==> src/rtl/stage4_fence_controller.sv <==
// stage4_fence_controller
// Sequences FENCE.I for the stage4 pipeline. On an ifence from execute it
// holds the pipe, waits for data memory traffic to drain, flushes the
// write-back D$, then invalidates the I$. After that it releases fence_stall
// for one cycle so the hazard unit's rollback (ifence && !fence_stall) can
// flush the pipe and re-fetch. It also records the latency of the last fence.
//
// Ports:
//   CLK, nRST            clock, asynchronous active-low reset
//   ifence               FENCE.I valid at execute/mem, held until flushed
//   d_mem_busy           data memory request in flight
//   sb_empty             store buffer empty
//   dcache_flush_req     level request: write back all dirty D$ lines
//   dcache_flush_done    one-cycle pulse: D$ flush complete
//   icache_clear_req     level request: invalidate all I$ lines
//   icache_clear_done    one-cycle pulse: I$ invalidate complete
//   fence_stall          to hazard unit, stalls ex_mem and fetch
//   fence_done           one-cycle pulse on the rollback cycle
//   last_fence_cycles    ifence rise to fence_done, inclusive, saturating
//
// state  | meaning
// IDLE   | no fence; stall follows ifence so the first cycle cannot roll back
// DRAIN  | waiting for memory idle and store buffer empty
// DFLUSH | D$ write-back flush requested
// ICLEAR | I$ invalidate requested (only after the D$ flush completed)
// DONE   | stall released for one cycle, fence_done pulses

module stage4_fence_controller #(
    parameter bit          DCACHE_WB      = 1'b1,
    parameter bit          ICACHE_PRESENT = 1'b1,
    parameter int unsigned CNT_W          = 16
) (
    input  logic             CLK,
    input  logic             nRST,
    input  logic             ifence,
    input  logic             d_mem_busy,
    input  logic             sb_empty,
    output logic             dcache_flush_req,
    input  logic             dcache_flush_done,
    output logic             icache_clear_req,
    input  logic             icache_clear_done,
    output logic             fence_stall,
    output logic             fence_done,
    output logic [CNT_W-1:0] last_fence_cycles
);

    typedef enum logic [2:0] {
        IDLE,
        DRAIN,
        DFLUSH,
        ICLEAR,
        DONE
    } state_e;

    localparam logic [CNT_W-1:0] CNT_ONE = CNT_W'(1);
    localparam logic [CNT_W-1:0] CNT_MAX = '1;

    state_e           state_q, state_d;
    logic [CNT_W-1:0] run_q;
    logic [CNT_W-1:0] run_inc;
    logic [CNT_W-1:0] last_q;
    logic [CNT_W-1:0] last_d;
    logic             dreq_q;
    logic             ireq_q;
    logic             done_q;
    logic             in_fence;

    always_comb begin
        state_d = state_q;
        case (state_q)
            IDLE: begin
                if (ifence) state_d = DRAIN;
            end
            DRAIN: begin
                if (!d_mem_busy && sb_empty) begin
                    if (DCACHE_WB)           state_d = DFLUSH;
                    else if (ICACHE_PRESENT) state_d = ICLEAR;
                    else                     state_d = DONE;
                end
            end
            DFLUSH: begin
                if (dcache_flush_done) begin
                    if (ICACHE_PRESENT) state_d = ICLEAR;
                    else                state_d = DONE;
                end
            end
            ICLEAR: begin
                if (icache_clear_done) state_d = DONE;
            end
            DONE:    state_d = IDLE;
            default: state_d = IDLE;
        endcase
    end

    assign in_fence = (state_q == DRAIN) || (state_q == DFLUSH) || (state_q == ICLEAR);

    // run_inc is the count including the current cycle. Adding one more on
    // entry to DONE makes the recorded latency span the ifence-rise cycle
    // through the fence_done cycle inclusive.
    assign run_inc = (run_q == CNT_MAX) ? CNT_MAX : run_q + CNT_ONE;
    assign last_d  = (run_inc == CNT_MAX) ? CNT_MAX : run_inc + CNT_ONE;

    // Outputs are registered from the next state, so they always equal a
    // decode of the current state and drop together with it on reset.
    always_ff @(posedge CLK or negedge nRST) begin
        if (!nRST) begin
            state_q <= IDLE;
            run_q   <= '0;
            last_q  <= '0;
            dreq_q  <= 1'b0;
            ireq_q  <= 1'b0;
            done_q  <= 1'b0;
        end else begin
            state_q <= state_d;
            dreq_q  <= (state_d == DFLUSH);
            ireq_q  <= (state_d == ICLEAR);
            done_q  <= (state_d == DONE);
            if (state_q == IDLE && state_d == DRAIN) begin
                run_q <= CNT_ONE;
            end else if (in_fence) begin
                run_q <= run_inc;
            end
            if (in_fence && state_d == DONE) begin
                last_q <= last_d;
            end
        end
    end

    assign fence_stall       = ((state_q == IDLE) && ifence) || in_fence;
    assign dcache_flush_req  = dreq_q;
    assign icache_clear_req  = ireq_q;
    assign fence_done        = done_q;
    assign last_fence_cycles = last_q;

endmodule

==> config.mk <==
export PLATFORM = sky130hd
export DESIGN_NAME = stage4_fence_controller
export DESIGN_NICKNAME = d
export VERILOG_FILES = /design/src/rtl/stage4_fence_controller.sv
export SDC_FILE = /design/constraint.sdc
export NUM_CORES = 1
export LEC_CHECK = 0
export BUFFER_PORTS_ARGS = -buffer_cell sky130_fd_sc_hd__buf_2
export CORE_MARGIN = 4
export CORE_UTILIZATION = 30
export CTS_CLUSTER_SIZE = 25
export DETAILED_ROUTE_END_ITERATION = 7
export GPL_TIMING_DRIVEN = 0
export PLACE_DENSITY = 0.5
export SYNTH_ARGS = -nofsm -noshare
export SYNTH_HDL_FRONTEND = slang
export SYNTH_SLANG_ARGS = --single-unit
==> constraint.sdc <==
create_clock -name CLK -period 3.8 [get_ports CLK]
set_clock_uncertainty 0.2 [all_clocks]
set_input_delay 0.76 -clock CLK [delete_from_list [all_inputs] [get_ports CLK]]
set_output_delay 0.76 -clock CLK [all_outputs]
set_load 0.02 [all_outputs]
# After elaboration in Yosys (flattened, before gate mapping)
# Cells that the tools add are included.
# word_totals
output_inout_bits	20
register_bits	38
in_bits	7
wordCells	36
# classes
reduce_logical	10
eq_ne	9
muxes	9
addsub	2
# op_table
operator	count
16-bit two-way mux	4
16-bit by 1-bit adder with 16-bit output, second input constant	2
16-bit equality test, second input constant	2
3-bit by 2-bit equality test with 1-bit output, second input constant	4
3-bit two-way mux	4
3-bit one-hot mux with 4 select lines	1
3-bit by 1-bit equality test with 1-bit output, second input constant	2
1-bit logical AND	4
3-bit equality test, second input constant	1
3-bit logical NOT	1
1-bit logical OR	3
2-bit nonzero test	1
1-bit logical NOT	1

# Depth between registers and ports, before layout
# logic_depth
word_depth	7
ltp_mapped	12
depth_no_buf	10

# Worst setup path before layout
# No wires, ideal clock.
# synth_timing
path_type	register to register
from	register run_q[1]
to	register last_q[7], in the netlist last_fence_cycles[7]
t_required_ns	3.536
path_stages_with_launch	13
path_buffers	2
arrival_time_ns	2.757
setup_slack_ns	0.780
synth_period_minus_slack_ns	3.020
setup_ns	0.064
cell_sequence	dfrtp_1 -> ha_1 -> and3_1 -> buf_4 -> nand4_1 -> clkbuf_1 -> nand2_1 -> ha_1 -> inv_1 -> nor3_4 -> nand3_2 -> o31ai_2 -> o22a_2
# synth_between
elab_chain_cells	4
# synth_lines
element	line	text
start, declared	59	logic [CNT_W-1:0] run_q;
start signal, assigned	121	run_q <= run_inc;
16-bit by 1-bit adder with 16-bit output / 16-bit equality test (equally long branches)	100	assign run_inc = (run_q == CNT_MAX) ? CNT_MAX : run_q + CNT_ONE;
16-bit two-way mux (*)	100	
16-bit by 1-bit adder with 16-bit output / 16-bit equality test (equally long branches)	101	assign last_d = (run_inc == CNT_MAX) ? CNT_MAX : run_inc + CNT_ONE;
16-bit two-way mux (*)	101	
end signal, assigned	124	last_q <= last_d;
end, declared	61	logic [CNT_W-1:0] last_q;
# Every way passes the cells marked *; elsewhere a longest branch is shown, timed or not.
# A chain may end at the register's enable or synchronous reset.

# Worst setup path after layout
# layout_timing
from	register run_q[1]
to	register last_q[0], in the netlist last_fence_cycles[0]
# layout_between
elab_chain_cells	4
# layout_lines
element	line
16-bit equality test / 16-bit by 1-bit adder with 16-bit output (equally long branches)	100
16-bit two-way mux (*)	100
16-bit by 1-bit adder with 16-bit output / 16-bit equality test (equally long branches)	101
16-bit two-way mux (*)	101
# Marks and branches as above.

==> metrics.md <==
| Metric | Value |
|---|---|
| Worst-path cell chain | ha_2 -> and3_1 -> buf_4 -> nand4_1 -> clkbuf_2 -> nand2_1 -> ha_1 -> inv_1 -> nor3_4 -> nand3_2 -> o31a_2 -> a21oi_1 |
| Tcrit/Tclk final | 0.927 |
| Largest area contributor in the netlist | dfrtp_1 |
| # setup viols final | 0 |
| First-pass GRT wire length | 10300 um |
| Via count | 2040 |
| Dpl ws | 115 ps |
| Final HPWL DP | 4450 um |
| Setup TNS | 0 ps |
| Min-delay worst type | flip-flop to flip-flop |
| P_leak | 0.00126 uW |
| Multi-input gate area | 1310 um2 |
| CP Data Arrival Time | 3540 ps |
| Pwr Density | 656 nW/um2 |
| Post-synth EDFFs | 0 |
| CTS root buffer | clkbuf_8 |
| Die width | 96.7 um |
| Final count of hold timing violations | 0 |
| FMAX | 0.284 GHz |
| Unrepaired setup endpoints after global routing | no |
| CP max stage delay | 460 ps |
| CTS buffer count | 5 |
| DRT iter0 DRCs | 126 |
| Hold_sp | last_fence_cycles[14] |
| Critical path's slowest cell | o31a_2 |
| Avg WL per Cell | 15.3 um |
| Post-route ant nets | 0 |
| DR pass1 iterations | 4 |
| GRT Total Usage | 0.133 |
| Sequential area share after synthesis | 0.403 |
| ANT cells | 0 |
| Area Overhead vs Synth | 17.5% |
| Maxcap violations | 0 |
| Maximum root-to-sink buffer count | 2 |
| Share of cells above drive strength 1 | 0.232 |
| Top-area cell type share of the netlist area | 0.403 |
| Core area | 7690 um2 |
| Hold slack | 304 ps |
| Skew-Pair Late Insertion Delay | 290 ps |
| Seq cells post-synth | 38 |
| Syn_area_per_cell | 9.11 um2 |
| Worst setup path startpoint | run_q[1] |
| Synth Warn # | 0 |
| Cts hold-fix bufs | 0 |
| Die area | 9340 um2 |
| Placed cells | 387 |
| Startpoint Class | flip-flop |
| Status | finished, final reports clean |
| Initial antenna violation count | 0 |
| GR Overflow Total | 0 |
| WP data required | 3820 ps |
| Ys async rst share | 1.00 |
| Placer Congestion | 0.869 |
| Final Util | 0.361 |
| Port-buffer cells | 26 |
| Slew margin rel. | 0.313 |
| Cell Count, Final, Fillers Out | 395 |
| Worst-path clk slew | 80 ps |
| Vias in the first global route | 2076 |
| Worst-Margin Slew | 1020 ps |
| Initial cell density of the core | 0.307 |
| Post-Syn Area | 2360 um2 |
| Maximum VDD drop | 0.398 mV |
| Sequential standard cell area | 951 um2 |
| CP Capture Type | flip-flop |
| Nets@finish | 301 |
| Post-synth cell types | 56 |
| Io pins | 27 |
| DRC errors left | 0 |
| Final Worst Setup Slack | 279 ps |
| Slew Viols, Final | 0 |
| CTS Sinks | 38 |
| DR vias/cell | 5.16 |
| Die span in y | 96.7 um |
| Main synth FF type | dfrtp_1 |
| CTS tree | done |
| Largest net degree at the start of global routing | 39 |
| Post-CTS setup buffer count | 0 |
| Num rows | 32 |
| Net count after synthesis | 268 |
| Worst R2R Start | run_q[1] |
| Final min period | 3520 ps |
| Crit path kind | flip-flop to flip-flop |
| H-tree levels | 2 |
| # fillers | 802 |
| Routed WL | 6050 um |
| Top post-synthesis cells by area | dfrtp_1 40%, o21ai_0 4.7%, nor2_1 3.7% |
| Resize count post-CTS | 0 |
| Post-Syn Instances | 259 |
| CP max FO | 10 |
==> placed cells by master (no fill, tap or decap), types with 5 or more instances in the layout <==
cell type,count
dfrtp_1,38
mux2i_1,5
nand2b_1,5
xnor2_1,8
clkbuf_1,6
a22o_1,7
nand4_1,6
nor3_1,5
nand2_1,22
clkbuf_8,6
a21oi_1,16
o21ai_0,22
inv_1,7
nand3_1,14
nor2_1,23
buf_2,33
==> area by class of cell <==
| type | count | share of cell area |
|---|---|---|
| clock inverter | 2 | 0.0217 |
| buffer | 17 | 0.0298 |
| inverter | 8 | 0.0108 |
| multi-input combinational | 196 | 0.472 |
| tap | 102 | 0.0460 |
| sequential | 38 | 0.343 |
| clock buffer | 6 | 0.0298 |
| timing repair buffer | 26 | 0.0470 |
==> stage by stage <==
| stage | area, um2 | power [uW] |
|---|---|---|
| after CTS | 2760 | 1840 |
| after detailed placement | 2620 | 1390 |
| final | 2770 | 1820 |
| after global routing | 2770 | 1950 |
| after floorplan | 2360 | 1150 |
| after global placement | 2620 | 1390 |
==> cells by family after synthesis <==
| kind of cell | after synthesis | synth area share |
|---|---|---|
| mux | 8 | 0.0355 |
| flops | 38 | 0.403 |
| buf+inv | 25 | 0.0472 |
| xor+xnor | 12 | 0.0446 |
| compound gates | 75 | 0.217 |
| fa+ha+maj | 2 | 0.0106 |
| simple gates | 99 | 0.242 |
==> per-layer routing <==
layer	track usage	share of wire	vias up
met2	0.204	0.44	61
met3	0.0267	0.057	6
met1	0.190	0.49	965
li1	-	-	1008
met4	0.0367	0.010	0
met5	0	0	-
==> critical path, delay by kind of cell, from the launching register on <==
kind | cells | cell delay (ps)
adder cells (fa/ha/maj) | 2 | 540
buffers and inverters | 3 | 560
AO/OA/AOI/OAI | 2 | 620
flip-flops | 1 | 450
AND/OR/NAND/NOR | 5 | 1070
==> report_power, final <==
part / internal, uW / switching, uW / total, uW
clock: 280 / 151 / 431
combinational: 287 / 506 / 793
sequential: 524 / 70.3 / 594
==> flip-flops by register name, summed over array words and instances (netlist names) <==
name,count
last_fence_cycles,16
run_q,16
state_q,3
dcache_flush_req,1
fence_done,1
icache_clear_req,1
==> Yosys cell counts, types with 6 or more instances <==
master,count
a21oi_1,16
a22o_1,7
buf_2,7
clkbuf_1,7
dfrtp_1,38
inv_1,7
nand2_1,22
nand3_1,14
nand4_1,6
nor2_1,23
o21ai_0,22
xnor2_1,8
==> path summary, 6_finish.rpt <==
| check | slack, ps | to | cells past startpoint |
|---|---|---|---|
| setup / recovery | 280 | last_fence_cycles[0] | 12 |
| hold / removal | 300 | last_fence_cycles[14] | 1 |
| setup reg to reg | 280 | last_fence_cycles[0] | 12 |
| hold reg to reg | 300 | last_fence_cycles[14] | 1 |
| max in group asynchronous | 2490 | state_q[1] | 1 |
| min in group asynchronous | 380 | run_q[0] | 1 |
(Power assumes the default switching activity.)
